==> config.mk <==
export PLATFORM = sky130hd
export DESIGN_NAME = safe_lock_ctrl_flat
export DESIGN_NICKNAME = d
export VERILOG_FILES = /design/src/rtl/safe_lock_ctrl_if.sv /design/src/rtl/safe_lock_ctrl.sv /design/src/flat_wrapper.sv
export SDC_FILE = /design/constraint.sdc
export NUM_CORES = 1
export LEC_CHECK = 0
export BUFFER_PORTS_ARGS = -buffer_cell sky130_fd_sc_hd__buf_4
export CAP_MARGIN = 40
export CORE_MARGIN = 1.5
export CORE_UTILIZATION = 30
export DETAILED_ROUTE_END_ITERATION = 10
export PLACE_DENSITY = 0.5
export REMOVE_ABC_BUFFERS = 1
export SYNTH_ARGS = -nofsm -noshare
export SYNTH_HDL_FRONTEND = slang
export SYNTH_SLANG_ARGS = --single-unit
==> constraint.sdc <==
create_clock -name clk -period 2.8 [get_ports clk]
set_input_delay 0.56 -clock clk [delete_from_list [all_inputs] [get_ports clk]]
set_output_delay 0.56 -clock clk [all_outputs]
set_load 0.02 [all_outputs]
==> src/rtl/safe_lock_ctrl_if.sv <==
// Keypad/button command inputs and registered status outputs of the safe lock controller.
interface safe_lock_ctrl_if #(
    parameter int unsigned DIGITS    = 4,
    parameter int unsigned MAX_TRIES = 3
);
    localparam int unsigned DW = 4 * DIGITS;
    localparam int unsigned CW = $clog2(DIGITS + 1);
    localparam int unsigned TW = $clog2(MAX_TRIES + 1);

    logic          key_valid;
    logic [3:0]    key_code;
    logic          login_btn;
    logic          logout_btn;
    logic          chpw_btn;
    logic          cnf_btn;
    logic          bksp_btn;
    logic [DW-1:0] disp_digits;
    logic [CW-1:0] entry_cnt;
    logic [2:0]    state_o;
    logic          unlocked;
    logic          locked_out;
    logic [TW-1:0] tries_left;
    logic          err_pulse;
    logic          pw_changed;

    modport master (
        output key_valid, key_code, login_btn, logout_btn, chpw_btn, cnf_btn, bksp_btn,
        input  disp_digits, entry_cnt, state_o, unlocked, locked_out, tries_left,
               err_pulse, pw_changed
    );

    modport slave (
        input  key_valid, key_code, login_btn, logout_btn, chpw_btn, cnf_btn, bksp_btn,
        output disp_digits, entry_cnt, state_o, unlocked, locked_out, tries_left,
               err_pulse, pw_changed
    );
endinterface

==> src/rtl/safe_lock_ctrl.sv <==
// Keypad safe lock: passcode entry, confirm, passcode change and timed lockout after
// repeated failed confirms. All outputs are registered.
module safe_lock_ctrl #(
    parameter int unsigned             DIGITS      = 4,
    parameter int unsigned             MAX_TRIES   = 3,
    parameter int unsigned             LOCK_CYCLES = 1000,
    parameter logic [4*DIGITS-1:0]     DEFAULT_PW  = 16'h2301
) (
    input  logic              clk,
    input  logic              rst,
    safe_lock_ctrl_if.slave   bus
);
    localparam int unsigned DW = 4 * DIGITS;
    localparam int unsigned CW = $clog2(DIGITS + 1);
    localparam int unsigned TW = $clog2(MAX_TRIES + 1);
    localparam int unsigned MW = $clog2(LOCK_CYCLES + 1);

    localparam logic [DW-1:0] BLANK     = {DIGITS{4'hF}};
    localparam logic [DW-1:0] TOP_BLANK = DW'(4'hF) << (DW - 4);

    localparam logic [2:0] IDLE    = 3'd0;
    localparam logic [2:0] ENTER   = 3'd1;
    localparam logic [2:0] OPEN    = 3'd2;
    localparam logic [2:0] NEWPW   = 3'd3;
    localparam logic [2:0] LOCKOUT = 3'd4;

    logic [2:0]    state_q,    state_d;
    logic [DW-1:0] pw_q,       pw_d;
    logic [DW-1:0] ent_q,      ent_d;
    logic [CW-1:0] cnt_q,      cnt_d;
    logic [TW-1:0] tries_q,    tries_d;
    logic [MW-1:0] timer_q,    timer_d;
    logic          err_q,      err_d;
    logic          chg_q,      chg_d;
    logic          unlocked_q, unlocked_d;
    logic          locked_q,   locked_d;

    logic full;
    logic match;
    logic clear;
    logic do_edit;

    assign full  = (cnt_q == CW'(DIGITS));
    assign match = (ent_q == pw_q);

    // Next-state, event pulses and entry-buffer editing
    always_comb begin
        state_d    = state_q;
        pw_d       = pw_q;
        ent_d      = ent_q;
        cnt_d      = cnt_q;
        tries_d    = tries_q;
        timer_d    = timer_q;
        err_d      = 1'b0;
        chg_d      = 1'b0;
        clear      = 1'b0;
        do_edit    = 1'b0;

        case (state_q)
            IDLE: begin
                if (bus.login_btn) begin
                    state_d = ENTER;
                    clear   = 1'b1;
                end
            end
            ENTER: begin
                if (bus.logout_btn) begin
                    state_d = IDLE;
                    clear   = 1'b1;
                end else if (bus.cnf_btn) begin
                    if (!full) begin
                        err_d = 1'b1;
                    end else if (match) begin
                        state_d = OPEN;
                        tries_d = TW'(MAX_TRIES);
                        clear   = 1'b1;
                    end else begin
                        err_d   = 1'b1;
                        tries_d = tries_q - TW'(1);
                        // Buffer is kept on entry to lockout; it is blanked on the way back to IDLE
                        if (tries_q > TW'(1)) begin
                            state_d = IDLE;
                            clear   = 1'b1;
                        end else begin
                            state_d = LOCKOUT;
                            timer_d = MW'(LOCK_CYCLES);
                        end
                    end
                end else begin
                    do_edit = 1'b1;
                end
            end
            OPEN: begin
                if (bus.logout_btn) begin
                    state_d = IDLE;
                    clear   = 1'b1;
                end else if (bus.chpw_btn) begin
                    state_d = NEWPW;
                    clear   = 1'b1;
                end
            end
            NEWPW: begin
                if (bus.logout_btn) begin
                    state_d = OPEN;
                    clear   = 1'b1;
                end else if (bus.cnf_btn) begin
                    if (full) begin
                        pw_d    = ent_q;
                        chg_d   = 1'b1;
                        state_d = OPEN;
                        clear   = 1'b1;
                    end else begin
                        err_d = 1'b1;
                    end
                end else begin
                    do_edit = 1'b1;
                end
            end
            LOCKOUT: begin
                if (timer_q <= MW'(1)) begin
                    state_d = IDLE;
                    tries_d = TW'(MAX_TRIES);
                    timer_d = '0;
                    clear   = 1'b1;
                end else begin
                    timer_d = timer_q - MW'(1);
                end
            end
            default: begin
                state_d = IDLE;
                clear   = 1'b1;
            end
        endcase

        // Backspace outranks a digit key arriving in the same cycle
        if (clear) begin
            ent_d = BLANK;
            cnt_d = '0;
        end else if (do_edit) begin
            if (bus.bksp_btn) begin
                if (cnt_q != '0) begin
                    ent_d = (ent_q >> 4) | TOP_BLANK;
                    cnt_d = cnt_q - CW'(1);
                end
            end else if (bus.key_valid && (bus.key_code <= 4'd9) && !full) begin
                ent_d = (ent_q << 4) | DW'(bus.key_code);
                cnt_d = cnt_q + CW'(1);
            end
        end

        unlocked_d = (state_d == OPEN) || (state_d == NEWPW);
        locked_d   = (state_d == LOCKOUT);
    end

    always_ff @(posedge clk) begin
        if (rst) begin
            state_q    <= IDLE;
            pw_q       <= DEFAULT_PW;
            ent_q      <= BLANK;
            cnt_q      <= '0;
            tries_q    <= TW'(MAX_TRIES);
            timer_q    <= '0;
            err_q      <= 1'b0;
            chg_q      <= 1'b0;
            unlocked_q <= 1'b0;
            locked_q   <= 1'b0;
        end else begin
            state_q    <= state_d;
            pw_q       <= pw_d;
            ent_q      <= ent_d;
            cnt_q      <= cnt_d;
            tries_q    <= tries_d;
            timer_q    <= timer_d;
            err_q      <= err_d;
            chg_q      <= chg_d;
            unlocked_q <= unlocked_d;
            locked_q   <= locked_d;
        end
    end

    assign bus.disp_digits = ent_q;
    assign bus.entry_cnt   = cnt_q;
    assign bus.state_o     = state_q;
    assign bus.unlocked    = unlocked_q;
    assign bus.locked_out  = locked_q;
    assign bus.tries_left  = tries_q;
    assign bus.err_pulse   = err_q;
    assign bus.pw_changed  = chg_q;
endmodule

==> src/flat_wrapper.sv <==
// flat-port wrapper written by rule: the top's interface ports become plain ports
module safe_lock_ctrl_flat 
#(
    parameter int unsigned             DIGITS      = 4,
    parameter int unsigned             MAX_TRIES   = 3,
    parameter int unsigned             LOCK_CYCLES = 1000,
    parameter logic [4*DIGITS-1:0]     DEFAULT_PW  = 16'h2301
)
  (clk, rst, bus_key_valid, bus_key_code, bus_login_btn, bus_logout_btn, bus_chpw_btn, bus_cnf_btn, bus_bksp_btn, bus_disp_digits, bus_entry_cnt, bus_state_o, bus_unlocked, bus_locked_out, bus_tries_left, bus_err_pulse, bus_pw_changed);
  safe_lock_ctrl_if #(.DIGITS(DIGITS), .MAX_TRIES(MAX_TRIES)) bus_i ();
  input  logic clk;
  input  logic rst;
  input wire logic [$bits(bus_i.key_valid)-1:0] bus_key_valid;
  input wire logic [$bits(bus_i.key_code)-1:0] bus_key_code;
  input wire logic [$bits(bus_i.login_btn)-1:0] bus_login_btn;
  input wire logic [$bits(bus_i.logout_btn)-1:0] bus_logout_btn;
  input wire logic [$bits(bus_i.chpw_btn)-1:0] bus_chpw_btn;
  input wire logic [$bits(bus_i.cnf_btn)-1:0] bus_cnf_btn;
  input wire logic [$bits(bus_i.bksp_btn)-1:0] bus_bksp_btn;
  output wire logic [$bits(bus_i.disp_digits)-1:0] bus_disp_digits;
  output wire logic [$bits(bus_i.entry_cnt)-1:0] bus_entry_cnt;
  output wire logic [$bits(bus_i.state_o)-1:0] bus_state_o;
  output wire logic [$bits(bus_i.unlocked)-1:0] bus_unlocked;
  output wire logic [$bits(bus_i.locked_out)-1:0] bus_locked_out;
  output wire logic [$bits(bus_i.tries_left)-1:0] bus_tries_left;
  output wire logic [$bits(bus_i.err_pulse)-1:0] bus_err_pulse;
  output wire logic [$bits(bus_i.pw_changed)-1:0] bus_pw_changed;
  assign bus_i.key_valid = bus_key_valid;
  assign bus_i.key_code = bus_key_code;
  assign bus_i.login_btn = bus_login_btn;
  assign bus_i.logout_btn = bus_logout_btn;
  assign bus_i.chpw_btn = bus_chpw_btn;
  assign bus_i.cnf_btn = bus_cnf_btn;
  assign bus_i.bksp_btn = bus_bksp_btn;
  assign bus_disp_digits = bus_i.disp_digits;
  assign bus_entry_cnt = bus_i.entry_cnt;
  assign bus_state_o = bus_i.state_o;
  assign bus_unlocked = bus_i.unlocked;
  assign bus_locked_out = bus_i.locked_out;
  assign bus_tries_left = bus_i.tries_left;
  assign bus_err_pulse = bus_i.err_pulse;
  assign bus_pw_changed = bus_i.pw_changed;
  safe_lock_ctrl #(.DIGITS(DIGITS), .MAX_TRIES(MAX_TRIES), .LOCK_CYCLES(LOCK_CYCLES), .DEFAULT_PW(DEFAULT_PW)) u_core (.clk(clk), .rst(rst), .bus(bus_i));
endmodule
* Word-level counts from Yosys, hierarchy flattened
Cells that the tools add are included. Widths: inputs -> output; s select.
Word-level totals: input port bits 12, word-level logic and storage cells 107, output and inout bits 28, register bits 54
Operators by class: bitwise logic cells 3, eq/ne operators 16, $lt $le $gt $ge 3, mux-type cells 56, reduce and logical (&&, ||, !) cells 15, $add $sub $neg 4
Operator list (number):
- $mux 10 | 6
- $mux 16 | 3
- $mux 3 | 15
- $mux 1 | 22
- $pmux 10 s2 | 1
- $eq 16x16->1 | 1
- $or 16x4->16 | 1
- $pmux 3 s5 | 1
- $eq 3x2->1 const B | 4
- $le 10x1->1 const B | 1
- $mux 2 | 5
- $sub 10x1->10 const B | 1
- $eq 3x3->1 const B | 3
- $ne 2x2->1 const B | 4
- $ne 2x1->1 const B | 3
- $reduce_and 6->1 | 1
- $pmux 1 s5 | 1
- $reduce_and 5->1 | 1
- $le 4x4->1 const B | 1
- $pmux 2 s2 | 1
- $reduce_and 4->1 | 1
- $reduce_bool 2->1 | 2
- $reduce_or 2->1 | 2
- $add 3x1->3 const B | 1
- 13 further kinds | 15

* Depth between registers and ports, before layout
word-level depth 9, depth in mapped cells 8, gate-level depth less buffers 7

* Least setup slack after synthesis
Ideal clock, no wire load.
path type input port to flip-flop, from input port bus_bksp_btn, to register u_core.cnt_q[2], in the netlist u_core.bus.entry_cnt[2], path buffers 2, setup time 0.115 ns, stages 8, data required time 2.685 ns, slack 0.217 ns, arrival time 2.468 ns, path through buf_1 clkbuf_1 inv_1 fa_1 xor2_1 nor4_1 xor2_1 and3_1
On the way: word-level cells in the longest chain between the ends 2, elaborated cells on any way between the ends 4, classes of those cells 1 x eq/ne; 1 x mux; 2 x reduce/logical
RTL lines:
- start, declared | RTL line flat_wrapper.sv:19 | input wire logic [$bits(bus_i.bksp_btn)-1:0] bus_bksp_btn;
- $ne 2x1->1 (no line) or $reduce_bool 2->1 (tied branches)
- $reduce_and 3->1 (no line)
- end signal, assigned | RTL line safe_lock_ctrl.sv:171 | cnt_q <= cnt_d;
- end, declared | RTL line safe_lock_ctrl.sv:30 | logic [CW-1:0] cnt_q, cnt_d;
Parallel ways exist; a longest one is shown, timed or not. A chain may end at the register's enable or synchronous reset.

* Worst setup path in the final report
from register u_core.ent_q[15], in the netlist u_core.bus.disp_digits[15], to register u_core.timer_q[0]
On the way: word-level cells in the longest chain between the ends 3
RTL lines:
- start, declared | RTL line safe_lock_ctrl.sv:29 | logic [DW-1:0] ent_q, ent_d;
- start signal, assigned | RTL line safe_lock_ctrl.sv:170 | ent_q <= ent_d;
- $eq 16x16->1 | RTL line safe_lock_ctrl.sv:44 | assign match = (ent_q == pw_q);
- $ne 2x2->1 (no line)
- $reduce_and 6->1 (no line)
- end signal, assigned | RTL line safe_lock_ctrl.sv:173 | timer_q <= timer_d;
- end, declared | RTL line safe_lock_ctrl.sv:32 | logic [MW-1:0] timer_q, timer_d;
Every way passes these cells.

==> results.md <==
* Slew Viols, Final at 0
* Clk pwr share at 37.3%
* Initial Util at 31.2%
* Drt drc at 0
* Area leader, netlist: dfxtp_1
* Final ANT Viol Nets at 0
* Vias at 2544
* CTS clk-pin slew, worst paths at 0.10 ns
* DRT Pass-1 Iters at 4
* Die Ht at 102 um
* Arr. time, crit path at 2.47 ns
* CP max FO at 5
* Die X at 102 um
* Worst Max-Slew Pin Slew at 0.650 ns
* Synth unique cells at 57
* First-pass GRT wire length at 12.5 mm
* Area of the die at 10300 um^2
* Leak pwr at 1.49 nW
* Area delta synth->final at 19.2%
* Setup bufs post-CTS at 0
* Sw Share at 24.5%
* Number of synthesized flops with an enable pin at 0
* WP buf/inv at 1
* Slew margin rel. at 56.2%
* Register area at 1080 um^2
* WL/cell at 15.1 um
* Top Family by Delay on Critical Path: simple AND/OR/NAND/NOR gates
* Area share of the largest cell type after synthesis at 37.1%
* Initial antenna violation count at 0
* Required time of the critical path at 2.99 ns
* Crit. End Element: register
* Synthesis Warnings at 0
* Clock sinks at 54
* Synthesized flop and latch total at 54
* GR Layer Usage met3 at 3.04%
* DP Worst Slack at 0.382 ns
* NetSw at 351 uW
* Vias in the first global route at 2498
* CTS Root Cell: clkbuf_8
* Design Power at 1.43 mW
* Met1 Usage GRT at 20.1%
* Critical path class: register to register
* Reg2reg start: u_core.bus.disp_digits[15]
* Placed cell count at 485
* Setup TNS at 0 ns
* Cell Area, Synth at 2910 um^2
* Io pins at 40
* H-tree lvl count at 2
* Overall routing resource usage at 15.2%
* Post-Layout Cell Count at 492
* Tcrit/Tclk final at 81.1%
* Post-CTS Resized at 0
* Seq/Total Area, Yosys at 37.1%
* Sequential Power Share at 54.3%
* CP Launch Type: register
* DR vias/cell at 5.17
* CP peak stage delay at 0.57 ns
* FFs w/ async S/R, synth at 0%
* Final setup violation count at 0
* GR peak layer: met2
* Syn_area_per_cell at 8.93 um^2
* Hold Vio Cnt, Final at 0
* Slowest CP cell: nor4_1
* Clk_lat worst skew at 0.31 ns
* Worst setup path start: u_core.bus.disp_digits[15]
* Ant diodes at 0
* Final setup margin at 0.529 ns
* Num rows at 35
* Post-DP HPWL at 5.17 mm
* CTS Buf Count at 5
* Final #Nets at 379
* Iter 0 DRT Violations at 110
* Logic pwr share at 8.4%
* Max Cap Viol at 0
* RSZ-0062 raised after global routing: false
* Final core utilization at 37.2%
* Int Power at 1.08 mW
* Most common cell after layout, fill and taps aside: dfxtp_1
* Worst-path cell chain: xor2_1, nor4_1, and4_1, buf_4, mux2i_1, a2111oi_0
* Clock buffer depth at 2
* Tmin final at 2.27 ns
* # fillers at 976
* Post-route design area at 3470 um^2
* Total grt overflow at 0
* Dpl cell area at 3360 um^2
* CTS tree: built
* Final hold slack at 0.497 ns
* Routed WL at 7.43 mm
* Pwr Density at 413 nW/um^2
* Fraction of layout cells with a size suffix above 1 at 17.9%
* IO buf count at 39
* Area of the core at 9330 um^2
* Max Freq at 440 MHz
* Placer Congestion at 0.836
* Pin count of the biggest net entering global routing at 37
* Ys flop type: dfxtp_1
* Worst hold-check path type: register to register
* Status: completed
* Cts hold-fix bufs at 0
* Post-Synthesis Cells at 326
* Multi-input gate area at 1680 um^2
* Ranking of synthesized cells by area: dfxtp_1 (37%), mux2i_1 (9.3%), xor2_1 (5.4%)
* Commonest non-fill, non-tap cells in the layout: dfxtp_1 (54), buf_4 (49), nor2_1 (33)
* HP Start: u_core.pw_q[9]
* Clk_skew at 0.00720 ns
* Met2 usage at 25.1%
* Maximum VDD drop at 0.000190 V
cells by family (layout without fill, tap and decap cells):
logic type | Yosys count | after routing | synth area share, %
AO/OA/AOI/OAI | 79 | 79 | 21.1
XOR/XNOR | 19 | 19 | 5.72
adder cells (fa/ha/maj) | 4 | 4 | 1.98
buffers and inverters | 32 | 69 | 5.20
flip-flops | 54 | 54 | 37.1
multiplexers | 27 | 27 | 9.28
AND/OR/NAND/NOR | 111 | 111 | 19.6
synth_stat cells, types with 2 or more instances:
master     instances
o21a_1             4
nor3b_1            3
a211oi_1           5
nor3_1            11
dfxtp_1           54
buf_6              3
inv_1             11
o21bai_1           3
o2111ai_1         15
mux2i_1           27
ha_1               3
a31oi_1            2
a221oi_1           8
nand3_1            4
or3b_2             2
nor2_1            33
clkbuf_1          12
a211o_1            4
nor4_1             9
a21oi_1           10
and3_1             9
o21ai_0           10
o211ai_1           3
xor2_1            18
or3_1              3
nand2_1           24
buf_2              4
a21o_1             3
worst paths after layout:
check | end | slack, ns | depth (start not counted)
min reg2reg | u_core.pw_q[9] | 0.50 | 1
max | u_core.timer_q[0] | 0.53 | 6
max reg2reg | u_core.timer_q[0] | 0.53 | 6
min | u_core.pw_q[9] | 0.50 | 1
state kept, by name (all words and copies together) (netlist names):
| register | count |
|---|---|
| u_core.bus.pw_changed | 1 |
| u_core.bus.err_pulse | 1 |
| u_core.bus.unlocked | 1 |
| u_core.bus.locked_out | 1 |
| u_core.timer_q | 10 |
| u_core.pw_q | 16 |
| u_core.bus.entry_cnt | 3 |
| u_core.bus.disp_digits | 16 |
| u_core.bus.tries_left | 2 |
| u_core.bus.state_o | 3 |
power groups by stage:
stage / clock [mW] / sequential (mW) / combinational [mW]
after floorplan: 0 / 0.799 / 0.0574
after global placement: 0 / 0.797 / 0.117
after detailed placement: 0 / 0.797 / 0.120
after CTS: 0.560 / 0.780 / 0.120
after global routing: 0.589 / 0.781 / 0.131
final: 0.535 / 0.779 / 0.120
per-layer routing:
layer	wire, um	part of all wire (%)
met2	3490	47
met1	3600	48
met5	0	0
met3	259	3.5
met4	83	1.1
final cells by class:
type | instances | share of cell area (%)
timing repair buffer | 51 | 11.5
clock inverter | 2 | 1.12
sequential | 54 | 31.2
clock buffer | 5 | 1.98
inverter | 11 | 1.19
multi-input combinational | 240 | 48.4
tap | 129 | 4.65
Power figures use the tool's default switching activity.
